==> src/rtl/riscv_proc_ctrl_wb_arb.sv <==
// riscv_proc_ctrl_wb_arb
//   Writeback arbiter and scoreboard sequencer for the long-latency units
//   (0 = mul/div, 1 = D-cache refill, 2 = FPU). Each unit drops a finished
//   result into a private one-entry buffer. The full buffers share regfile
//   write port 1 in round-robin order, and always give way to the main
//   pipeline. The block also drives both scoreboard ports: port 1 sets busy
//   on issue, and port 0 clears busy on writeback.
//
// Ports
//   clk, resetn                 core clock, async active-low reset
//   req_val/req_waddr/req_wdata per-requester result hand-off
//   req_rdy                     buffer i empty (registered only)
//   pipe_wb_val                 main pipeline owns the writeback slot
//   issue_val/issue_waddr       long-latency op issuing (set-busy)
//   rf_wen/rf_waddr/rf_wdata    regfile write port 1
//   sb_wen0/sb_waddr0/sb_wdata0 scoreboard clear port
//   sb_wen1/sb_waddr1/sb_wdata1 scoreboard set port
//   wb_stall_req                ask the pipeline for a writeback bubble
//   idle                        all buffers empty
module riscv_proc_ctrl_wb_arb #(
  parameter int NREQ       = 3,
  parameter int XLEN       = 64,
  parameter int STARVE_LIM = 4
) (
  input  logic                 clk,
  input  logic                 resetn,
  input  logic [NREQ-1:0]      req_val,
  input  logic [5*NREQ-1:0]    req_waddr,
  input  logic [XLEN*NREQ-1:0] req_wdata,
  output logic [NREQ-1:0]      req_rdy,
  input  logic                 pipe_wb_val,
  input  logic                 issue_val,
  input  logic [4:0]           issue_waddr,
  output logic                 rf_wen,
  output logic [4:0]           rf_waddr,
  output logic [XLEN-1:0]      rf_wdata,
  output logic                 sb_wen0,
  output logic [4:0]           sb_waddr0,
  output logic                 sb_wdata0,
  output logic                 sb_wen1,
  output logic [4:0]           sb_waddr1,
  output logic                 sb_wdata1,
  output logic                 wb_stall_req,
  output logic                 idle
);

  localparam int PW = (NREQ > 1) ? $clog2(NREQ) : 1;
  localparam logic [3:0] LIM = 4'(STARVE_LIM);

  logic [NREQ-1:0]           buf_full_q,  buf_full_d;
  logic [NREQ-1:0][4:0]      buf_waddr_q, buf_waddr_d;
  logic [NREQ-1:0][XLEN-1:0] buf_wdata_q, buf_wdata_d;
  logic [PW-1:0]             rr_ptr_q,    rr_ptr_d;
  logic [3:0]                starve_cnt_q, starve_cnt_d;

  logic          gnt_val;
  logic [PW-1:0] gnt_idx;

  // Round-robin pick among full buffers, starting at rr_ptr. The loop runs
  // from the farthest offset down to the nearest, so the nearest full
  // buffer is the last one assigned and therefore wins.
  always_comb begin
    int idx;
    idx     = 0;
    gnt_val = 1'b0;
    gnt_idx = '0;
    if (!pipe_wb_val) begin
      for (int k = NREQ - 1; k >= 0; k--) begin
        idx = (int'(rr_ptr_q) + k) % NREQ;
        if (buf_full_q[idx]) begin
          gnt_val = 1'b1;
          gnt_idx = PW'(idx);
        end
      end
    end
  end

  always_comb begin
    int nxt;
    nxt          = 0;
    buf_full_d   = buf_full_q;
    buf_waddr_d  = buf_waddr_q;
    buf_wdata_d  = buf_wdata_q;
    rr_ptr_d     = rr_ptr_q;
    starve_cnt_d = 4'd0;

    // A buffer is granted only while full and accepts only while empty, so
    // the clear and the load never hit the same entry in one cycle.
    for (int i = 0; i < NREQ; i++) begin
      if (gnt_val && (int'(gnt_idx) == i)) begin
        buf_full_d[i] = 1'b0;
      end
      if (req_val[i] && !buf_full_q[i]) begin
        buf_full_d[i]  = 1'b1;
        buf_waddr_d[i] = req_waddr[5*i +: 5];
        buf_wdata_d[i] = req_wdata[XLEN*i +: XLEN];
      end
    end

    if (gnt_val) begin
      nxt = int'(gnt_idx) + 1;
      if (nxt >= NREQ) nxt = 0;
      rr_ptr_d = PW'(nxt);
    end

    if ((|buf_full_q) && pipe_wb_val) begin
      starve_cnt_d = (starve_cnt_q == LIM) ? starve_cnt_q : starve_cnt_q + 4'd1;
    end
  end

  always_ff @(posedge clk or negedge resetn) begin
    if (!resetn) begin
      buf_full_q   <= '0;
      buf_waddr_q  <= '0;
      buf_wdata_q  <= '0;
      rr_ptr_q     <= '0;
      starve_cnt_q <= 4'd0;
    end else begin
      buf_full_q   <= buf_full_d;
      buf_waddr_q  <= buf_waddr_d;
      buf_wdata_q  <= buf_wdata_d;
      rr_ptr_q     <= rr_ptr_d;
      starve_cnt_q <= starve_cnt_d;
    end
  end

  // A grant to x0 still uses the slot and frees the buffer; only the
  // regfile write itself is masked.
  assign rf_waddr  = buf_waddr_q[gnt_idx];
  assign rf_wdata  = buf_wdata_q[gnt_idx];
  assign rf_wen    = gnt_val && (rf_waddr != 5'd0);

  assign sb_wen0   = gnt_val;
  assign sb_waddr0 = buf_waddr_q[gnt_idx];
  assign sb_wdata0 = 1'b0;

  // The set port has priority in the scoreboard. If the same register is
  // cleared and set in one cycle it ends busy, because a new writer is in flight.
  assign sb_wen1   = issue_val;
  assign sb_waddr1 = issue_waddr;
  assign sb_wdata1 = 1'b1;

  assign req_rdy      = ~buf_full_q;
  assign idle         = ~|buf_full_q;
  assign wb_stall_req = (starve_cnt_q == LIM);

endmodule

==> config.mk <==
export PLATFORM = sky130hd
export DESIGN_NAME = riscv_proc_ctrl_wb_arb
export DESIGN_NICKNAME = d
export VERILOG_FILES = /design/src/rtl/riscv_proc_ctrl_wb_arb.sv
export SDC_FILE = /design/constraint.sdc
export NUM_CORES = 1
export LEC_CHECK = 0
export ABC_AREA = 1
export CAP_MARGIN = 20
export CORE_UTILIZATION = 40
export DETAILED_ROUTE_END_ITERATION = 8
export PLACE_DENSITY = 0.71
export SLEW_MARGIN = 10
export SYNTH_ARGS = -nofsm -noshare
export SYNTH_HDL_FRONTEND = slang
export SYNTH_SLANG_ARGS = --single-unit
export TNS_END_PERCENT = 30
==> constraint.sdc <==
create_clock -name clk -period 4.9 [get_ports clk]
set_input_delay 0.98 -clock clk [delete_from_list [all_inputs] [get_ports clk]]
set_output_delay 0.98 -clock clk [all_outputs]
set_load 0.005 [all_outputs]
After elaboration in Yosys (flattened, before gate mapping)
Cells that the tools add are included.
Storage, ports and cells
  register bits: 216
  bits of input ports: 219
  word-level logic and storage cells: 76
Cells by class
  add/subtract/negate cells: 4
  div/mod/pow operators: 3
  magnitude comparators: 5
  equal/unequal tests: 4
  multiplexer cells: 30
  bitwise gates (word level): 1
  reductions and logical operators: 18
Operators by type and width (count)
  64-bit binary-select mux with 2-bit select: 1
  32-bit by 4-bit < comparator with 1-bit output, second input constant: 3
  32-bit by 3-bit modulo with 32-bit output, second input constant: 2
  64-bit 2-to-1 mux: 1
  3-bit by 3-bit modulo with 32-bit output, second input constant: 1
  1-bit 2-to-1 mux: 16
  5-bit binary-select mux with 2-bit select: 1
  2-bit 2-to-1 mux: 5
  1-bit logical AND: 8
  4-bit 2-to-1 mux: 2
  2-bit by 1-bit adder with 3-bit output, second input constant: 2
  1-bit binary-select mux with 2-bit select: 3
  2-bit nonzero test: 3
  5-bit 2-to-1 mux: 1
  5-bit nonzero test: 1
  4-bit by 1-bit adder with 4-bit output, second input constant: 1
  2-bit == test, second input constant: 2
  4-bit by 3-bit == test with 1-bit output, second input constant: 1
  1-bit zero test: 4
  2-bit by 2-bit adder with 3-bit output, second input constant: 1
  3-bit by 2-bit greater-or-equal comparator with 1-bit output, second input constant: 1
  2-bit by 3-bit < comparator with 1-bit output, second input constant: 1
  3-bit inverter: 1
  3-bit OR reduction: 1
  other kinds (2): 2

Depth between registers and ports, before layout
Gate-level depths: netlist (run 1).
  depth after elaboration: 13
  mapped depth: 16
  depth with buffers taken out: 16

Worst setup path before layout (run 1)
No wires, ideal clock.
  path type: input-to-output
  from: input pipe_wb_val
  to: output rf_wdata[54]
  arrival time: 1744 ps
  data required time: 3920 ps
  path slack: 2176 ps
  cell stages on the path: 7
  path buffers: 2
  cell sequence: a21oi_1 -> nand2_2 -> inv_2 -> buf_6 -> buf_2 -> nand2_1 -> nand3_1
Between the ends
  cells in the longest elaborated chain, start to end: 3
RTL lines
  start, declared: line 31  | input logic pipe_wb_val,
  2-bit 2-to-1 mux: line 67  | if (!pipe_wb_val) begin
  64-bit binary-select mux with 2-bit select: line 130  | assign rf_wdata = buf_wdata_q[gnt_idx];
  64-bit 2-to-1 mux (not written as such): line 130
  end, declared: line 36  | output logic [XLEN-1:0] rf_wdata,
No other way between the ends. The select of a mux whose other input is x is not followed.

Final worst setup path (run 1)
  from: register rr_ptr_q[0]
  to: output rf_wdata[63]
Between the ends
  cells in the longest elaborated chain, start to end: 11
RTL lines
  start, declared: line 53  | logic [PW-1:0] rr_ptr_q, rr_ptr_d;
  start signal, assigned: line 122  | rr_ptr_q <= rr_ptr_d;
  2-bit by 2-bit adder with 3-bit output: line 69  | idx = (int'(rr_ptr_q) + k) % NREQ;
  32-bit by 3-bit modulo with 32-bit output: line 69
  1-bit binary-select mux with 2-bit select: line 70  | if (buf_full_q[idx]) begin
  1-bit 2-to-1 mux (not written as such) (2 in a row): line 70
  2-bit 2-to-1 mux (2 in a row): line 70
  2-bit 2-to-1 mux *: line 70
  2-bit 2-to-1 mux *: line 67
  64-bit binary-select mux with 2-bit select *: line 130
  64-bit 2-to-1 mux (not written as such) *: line 130
Mark *: on every way between the ends. The rest lies on a longest branch, timed or not. The select of a mux whose other input is x is not followed.

==> results.json, run 1 <==
{
  "drive_above_1_share": 0.232,
  "p_switching_mw": 3.27,
  "wl_per_cell_um": 17.2,
  "arrival_ns": 3.22,
  "peakVddDrop_uv": 366,
  "synth_edf_count": 0,
  "cts_buffers": 25,
  "fin_tns_setup_ns": 0,
  "die_w_um": 158,
  "grt_max_degree": 134,
  "stdcell_count": 1471,
  "root_buffer": "clkbuf_16",
  "grt_pass1_wl_mm": 39.8,
  "final.min_clock_period_ns": 4.20,
  "synth_top_area_cell": "dfrtp_1",
  "cts_hold_buf": 0,
  "drv_slew": 0,
  "crit_family": "buffers and inverters",
  "grt_pass1_vias": 7464,
  "ios": 308,
  "antenna_found_initial": 1,
  "p_seq_frac": 0.321,
  "fp-row-count": 56,
  "critPathMaxFanout": 30,
  "drc": 0,
  "drt_first_pass_iters": 4,
  "fin_ws_ns": 0.703,
  "dp_hpwl_mm": 17.4,
  "setup_viol": 0,
  "clkTransAtPathRegs_ns": 0.06,
  "clock-sinks": 216,
  "postCtsSetupRepairBufs": 0,
  "die_area_um2": 24900,
  "relSlewSlack": 0.326,
  "critPathRequiredTime_ns": 3.92,
  "cts_tree": "built",
  "status": "finished, final reports clean",
  "cp-start-kind": "flop",
  "grt_overflow": 0,
  "ys_ff_latch": 216,
  "place_ws_ns": 0.806,
  "skew_ns": 0.00926,
  "timing.hold.ws_ns": 0.501,
  "coreArea_um2": 23600,
  "critPathMostFrequentCell": "nand2_1",
  "swShare": 0.333,
  "post-place-cells": 1426,
  "rsz0062_at_grt": "no",
  "syn-num-nets": 1082,
  "die_h_um": 158,
  "cpPeakStageDelay_ns": 0.54,
  "synth_cells": 859,
  "tightest_slew_ns": 1.01,
  "dr.first_iter.drc_count": 300,
  "synth_commonest_cells": "nand2_1 (220), dfrtp_1 (216), mux2_2 (200)",
  "end_kind": "output pin",
  "synth_ff_type": "dfrtp_1",
  "synth_top_area_frac": 0.558,
  "cts_resized": 0,
  "htreeDepth": 1,
  "yosysSeqAreaShare": 0.558,
  "combPwrFrac": 0.492,
  "initial_utilization": 0.410,
  "synth.area.top_cells": "dfrtp_1 (56%), mux2_2 (23%), nand2_1 (8.5%)",
  "critical_path.slowest_cell": "clkdlybuf4s50_1",
  "io_buffers": 293,
  "yosysWarnings": 0,
  "path_class": "reg2out",
  "ant_nets": 0,
  "max_freq_ghz": 0.238,
  "min_period_over_period": 0.857,
  "async_reset_ff_frac": 1.00,
  "p_leak_nw": 5.95,
  "pwr-share-clk": 0.188,
  "viasPerCell": 4.92,
  "finalHoldViolCount": 0,
  "areaGrowthSynthToFinish_pct": 40.6,
  "gp_congestion": 0.827,
  "powerDensity_nw_per_um2": 721,
  "grt_use_total": 0.207,
  "path_buf_inv": 5,
  "path_cells": "inv_1 -> ha_1 -> inv_1 -> nand3_1 -> nand2_1 -> nand2_1 -> nand2_1 -> nand2_2 -> inv_2 -> buf_4 -> nand2_1 -> nand3_1 -> clkdlybuf4s50_1",
  "clock_path_buffers": 3,
  "min_path_type": "reg2reg",
  "drv_cap": 0,
  "syn-cell-area_um2": 9690,
  "via_count": 7242,
  "yosysMostFrequentCell": "nand2_1",
  "final_nets": 1357,
  "clock_latency_ns": 0.50,
  "p_int_mw": 6.55,
  "synth_cell_types": 29,
  "routed_wl_mm": 25.3,
  "syn_area_per_cell_um2": 11.3
}
-- per-stage QoR --
step                total power [mW]  area (µm²)   util
CTS                             9.94       13600  0.577
global placement                7.94       12800  0.542
global route                    10.5       13600  0.577
detailed placement              8.06       12800  0.542
finish                          9.82       13600  0.577
floorplan                       5.78        9690      -
-- cell usage in the layout, fill, tap and decap left out, drive strengths merged, types with 7 or more instances in the layout --
cell and n:
a21oi 11, nand3 75, clkinv 7, buf 11, clkdlybuf4s50 292, clkbuf 35
inv 30, o21ai 10, nand2 224, mux2 200, dfrtp 216, nor2 23
-- power groups by stage --
stage | Clock [mW] | Combinational [mW] | Sequential, mW
6_report | 1.84 | 4.83 | 3.15
3_3_place_gp | 0 | 4.79 | 3.15
5_1_grt | 1.96 | 5.32 | 3.27
3_5_place_dp | 0 | 4.88 | 3.18
4_1_cts | 1.88 | 4.90 | 3.15
2_1_floorplan | 0 | 2.75 | 3.03
-- final cells by class --
type	instances	area [µm²]
inverter	30	115
antenna	1	2.50
clock inverter	9	98.8
tap	319	399
clock buffer	35	723
timing repair buffer	303	3050
multi-input combinational	558	3830
sequential	216	5410
fill	2032	9990
-- layer usage --
metal | up-vias | GRT usage | wire length [µm]
li1 | 3399 | - | -
met1 | 3543 | 0.247 | 10200
met2 | 239 | 0.353 | 12300
met3 | 59 | 0.0613 | 1940
met4 | 2 | 0.0735 | 832
met5 | - | 0 | 17
-- worst paths after layout --
check | from | end | slack [ns] | cells after the start
max | rr_ptr_q[0] | rf_wdata[63] | 0.70 | 13
min | buf_wdata_q[173] | buf_wdata_q[173] | 0.50 | 1
max reg2reg | rr_ptr_q[0] | buf_full_q[2] | 2.71 | 11
min reg2reg | buf_wdata_q[173] | buf_wdata_q[173] | 0.50 | 1
max in group asynchronous | resetn | buf_wdata_q[129] | 3.33 | 2
min in group asynchronous | resetn | buf_wdata_q[65] | 0.61 | 1
-- cell families (layout without fill, tap and decap cells) --
logic type / after synthesis / count (layout) / share of synthesized area
AO/OA/AOI/OAI: 23 / 23 / 0.0128
XOR/XNOR: 2 / 2 / 0.00181
adder cells (fa/ha/maj): 4 / 4 / 0.00516
buffers and inverters: 85 / 377 / 0.0494
flip-flops: 216 / 216 / 0.558
multiplexers: 200 / 200 / 0.232
other: 2 / 3 / 0.000775
AND/OR/NAND/NOR: 327 / 327 / 0.140
-- flip-flops by register name, summed over array words and instances (netlist names) --
signal	count
buf_waddr_q	15
starve_cnt_q	4
rr_ptr_q	2
buf_full_q	3
buf_wdata_q	192
No activity file was read; power rests on OpenSTA's default activity.
==> run 2: changes to the inputs <==
--- a/config.mk
+++ b/config.mk
@@ -5,10 +5,10 @@
 export SDC_FILE = /design/constraint.sdc
 export NUM_CORES = 1
 export LEC_CHECK = 0
-export ABC_AREA = 1
 export CAP_MARGIN = 20
 export CORE_UTILIZATION = 40
 export DETAILED_ROUTE_END_ITERATION = 8
+export GPL_TIMING_DRIVEN = 0
 export PLACE_DENSITY = 0.71
 export SLEW_MARGIN = 10
 export SYNTH_ARGS = -nofsm -noshare
==> results.json, run 2 <==
{
  "status": "finished, final reports clean",
  "tightest_slew_ns": 0.863,
  "min_period_over_period": 0.945,
  "setup_viol": 0,
  "grt_max_degree": 108,
  "max_freq_ghz": 0.216,
  "synthMuxAreaShare": 0.243,
  "die_area_um2": 24700,
  "via_count": 7037,
  "die_h_um": 157,
  "synth_edf_count": 0,
  "top_regs": "buf_wdata_q: 192 flops, buf_waddr_q: 15 flops, starve_cnt_q: 4 flops",
  "gp_congestion": 0.767,
  "fin_ws_ns": 0.269,
  "grt_pass1_wl_mm": 41.4,
  "synth_top_family_by_area": "multiplexers",
  "arrival_ns": 3.65,
  "yosysMostFrequentCell": "dfrtp_1",
  "min_path_type": "in2async",
  "finalPower_mw": 9.46,
  "antenna_found_initial": 0,
  "place_ws_ns": 0.00901,
  "grt_use_total": 0.221,
  "synth_commonest_cells": "dfrtp_1 (216), mux2_2 (207), nand2_1 (140)",
  "syn-num-nets": 972,
  "io_buffers": 299,
  "p_int_mw": 6.45,
  "clock_path_buffers": 3,
  "synth_cell_types": 38,
  "ant_nets": 0,
  "powerDensity_nw_per_um2": 678,
  "peakVddDrop_uv": 389,
  "fill_cells": 1994,
  "p_leak_nw": 5.91,
  "coreArea_um2": 23500,
  "combPwrFrac": 0.454,
  "grt_pass1_vias": 7481,
  "wl_per_cell_um": 19.2,
  "grt_overflow": 0,
  "largest_reg_flops": 192,
  "dp_hpwl_mm": 19.9,
  "clkTransAtPathRegs_ns": 0.06,
  "async_reset_ff_frac": 1.00,
  "cts_tree": "built",
  "routed_wl_mm": 27.0,
  "p_switching_mw": 3.02,
  "drv_slew": 0,
  "synth.area.top_cells": "dfrtp_1 (56%), mux2_2 (24%), nand2_1 (5.5%)",
  "drive_above_1_share": 0.277,
  "critPathMaxFanout": 10,
  "end_kind": "output pin",
  "areaGrowthSynthToFinish_pct": 44.9,
  "rr_worst_depth": 6,
  "cts_buffers": 24,
  "synth_top_area_frac": 0.561,
  "drv_cap": 0,
  "antenna_cells": 0,
  "finish.utilization": 0.593,
  "die_w_um": 157,
  "clock_latency_ns": 0.52,
  "viasPerCell": 4.98,
  "ios": 308,
  "synth-xor-area-share": 0.00273,
  "finalHoldViolCount": 0,
  "initial_utilization": 0.409,
  "rsz0062_at_grt": "no",
  "critPathRequiredTime_ns": 3.92,
  "relSlewSlack": 0.420,
  "path_class": "in2out",
  "final_nets": 1299,
  "final.min_clock_period_ns": 4.63,
  "ys_ff_latch": 216,
  "cp-start-kind": "input port",
  "dr.first_iter.drc_count": 232,
  "skew_ns": 0.0127,
  "largest_register": "buf_wdata_q",
  "synth_cells": 749,
  "clock-sinks": 216,
  "syn-cell-area_um2": 9640,
  "drc": 0,
  "yosysWarnings": 0,
  "synth_top_area_cell": "dfrtp_1",
  "swShare": 0.319,
  "drt_first_pass_iters": 4,
  "postCtsSetupRepairBufs": 0,
  "htreeDepth": 1,
  "root_buffer": "clkbuf_16",
  "fp-row-count": 56,
  "synth_ff_type": "dfrtp_1",
  "p_seq_frac": 0.340,
  "pwr-share-clk": 0.205,
  "synth-simple-area-share": 0.0702,
  "final_common_cell": "clkdlybuf4s50_1",
  "synth_compound_area_frac": 0.0785,
  "yosysSeqAreaShare": 0.561,
  "yosys.area_share.adder": 0.00636,
  "syn_area_per_cell_um2": 12.9,
  "final_cell_mix": "clkdlybuf4s50_1 (298), dfrtp_1 (216), mux2_2 (207)",
  "cts_hold_buf": 0
}
[run 2: cell count changes after synthesis, sizes merged, moves of 4 or more]
cell,before,now
clkbuf,1,28
a21oi,11,2
nor2,23,7
o21ai,10,1
nand2,224,140
nand3,75,1
a22oi,0,69
o21a,0,4
mux2,200,207
inv,30,7
buf,54,32
[run 2: routing by layer]
layer / part of all wire / global-route usage
met1: 0.39 / 0.260
met2: 0.48 / 0.381
met3: 0.10 / 0.0785
met4: 0.026 / 0.0592
met5: 0 / 0
[run 2: worst paths after layout]
path | from | endpoint | slack [ns]
setup / recovery | pipe_wb_val | sb_waddr0[3] | 0.27
hold / removal | resetn | buf_wdata_q[139] | 0.26
setup reg to reg | rr_ptr_q[0] | rr_ptr_q[1] | 2.49
hold reg to reg | buf_wdata_q[32] | buf_wdata_q[32] | 0.50
max in group asynchronous | resetn | buf_wdata_q[157] | 3.90
min in group clk | buf_wdata_q[32] | buf_wdata_q[32] | 0.50
[run 2: timing repair]
| action | 4_1_cts | 5_1_grt |
|---|---|---|
| resized for setup | 1 | 0 |
| hold endpoints to repair | 0 | 0 |
| setup endpoints to repair | 1 | 0 |
[run 2: per-stage QoR]
stage / instance area [µm²] / setup TNS (ns) / hold slack (ns) / instances
floorplan: 9640 / 0 / 0.481 / 749
global placement: 13000 / -1430.15 / 0.489 / 1367
detailed placement: 13100 / 0 / 0.495 / 1369
CTS: 14000 / 0 / 0.236 / 1412
global route: 14000 / 0 / 0.247 / 1412
finish: 14000 / 0 / 0.262 / 1412
[run 2: power groups by stage]
stage	sequential (mW)	clock (mW)	combinational (mW)
CTS	3.23	1.99	4.38
global route	3.35	2.05	4.71
global placement	3.23	0	4.28
detailed placement	3.26	0	4.34
floorplan	3.09	0	2.35
finish	3.22	1.94	4.30
[run 2: logic make-up (layout without fill, tap and decap cells)]
| kind of cell | after synthesis | count (layout) |
|---|---|---|
| and+or+nand+nor | 163 | 163 |
| other | 2 | 2 |
| muxes | 208 | 208 |
| buffers and inverters | 67 | 411 |
| xor gates and xnor gates | 3 | 3 |
| AOI/OAI and AO/OA | 85 | 85 |
| adders and majority gates | 5 | 5 |
| DFF | 216 | 216 |
[run 2: final cells by class]
class | instances | area, µm² | share of cell area
Sequential cell | 216 | 5410 | 0.387
Clock inverter | 7 | 113 | 0.00806
Multi-Input combinational cell | 466 | 3880 | 0.278
Inverter | 7 | 26.3 | 0.00188
Tap cell | 319 | 399 | 0.0286
Buffer | 60 | 337 | 0.0241
Clock buffer | 36 | 757 | 0.0542
Timing Repair Buffer | 301 | 3050 | 0.219
[run 2: worst max-delay path, cell delays in order]
cell and delay, ns:
clkdlybuf4s50_1 0.47, a31o_4 0.26, nor3_4 0.49, clkbuf_1 0.49, a22oi_1 0.17, nand2_1 0.17, buf_4 0.13, clkdlybuf4s50_1 0.48
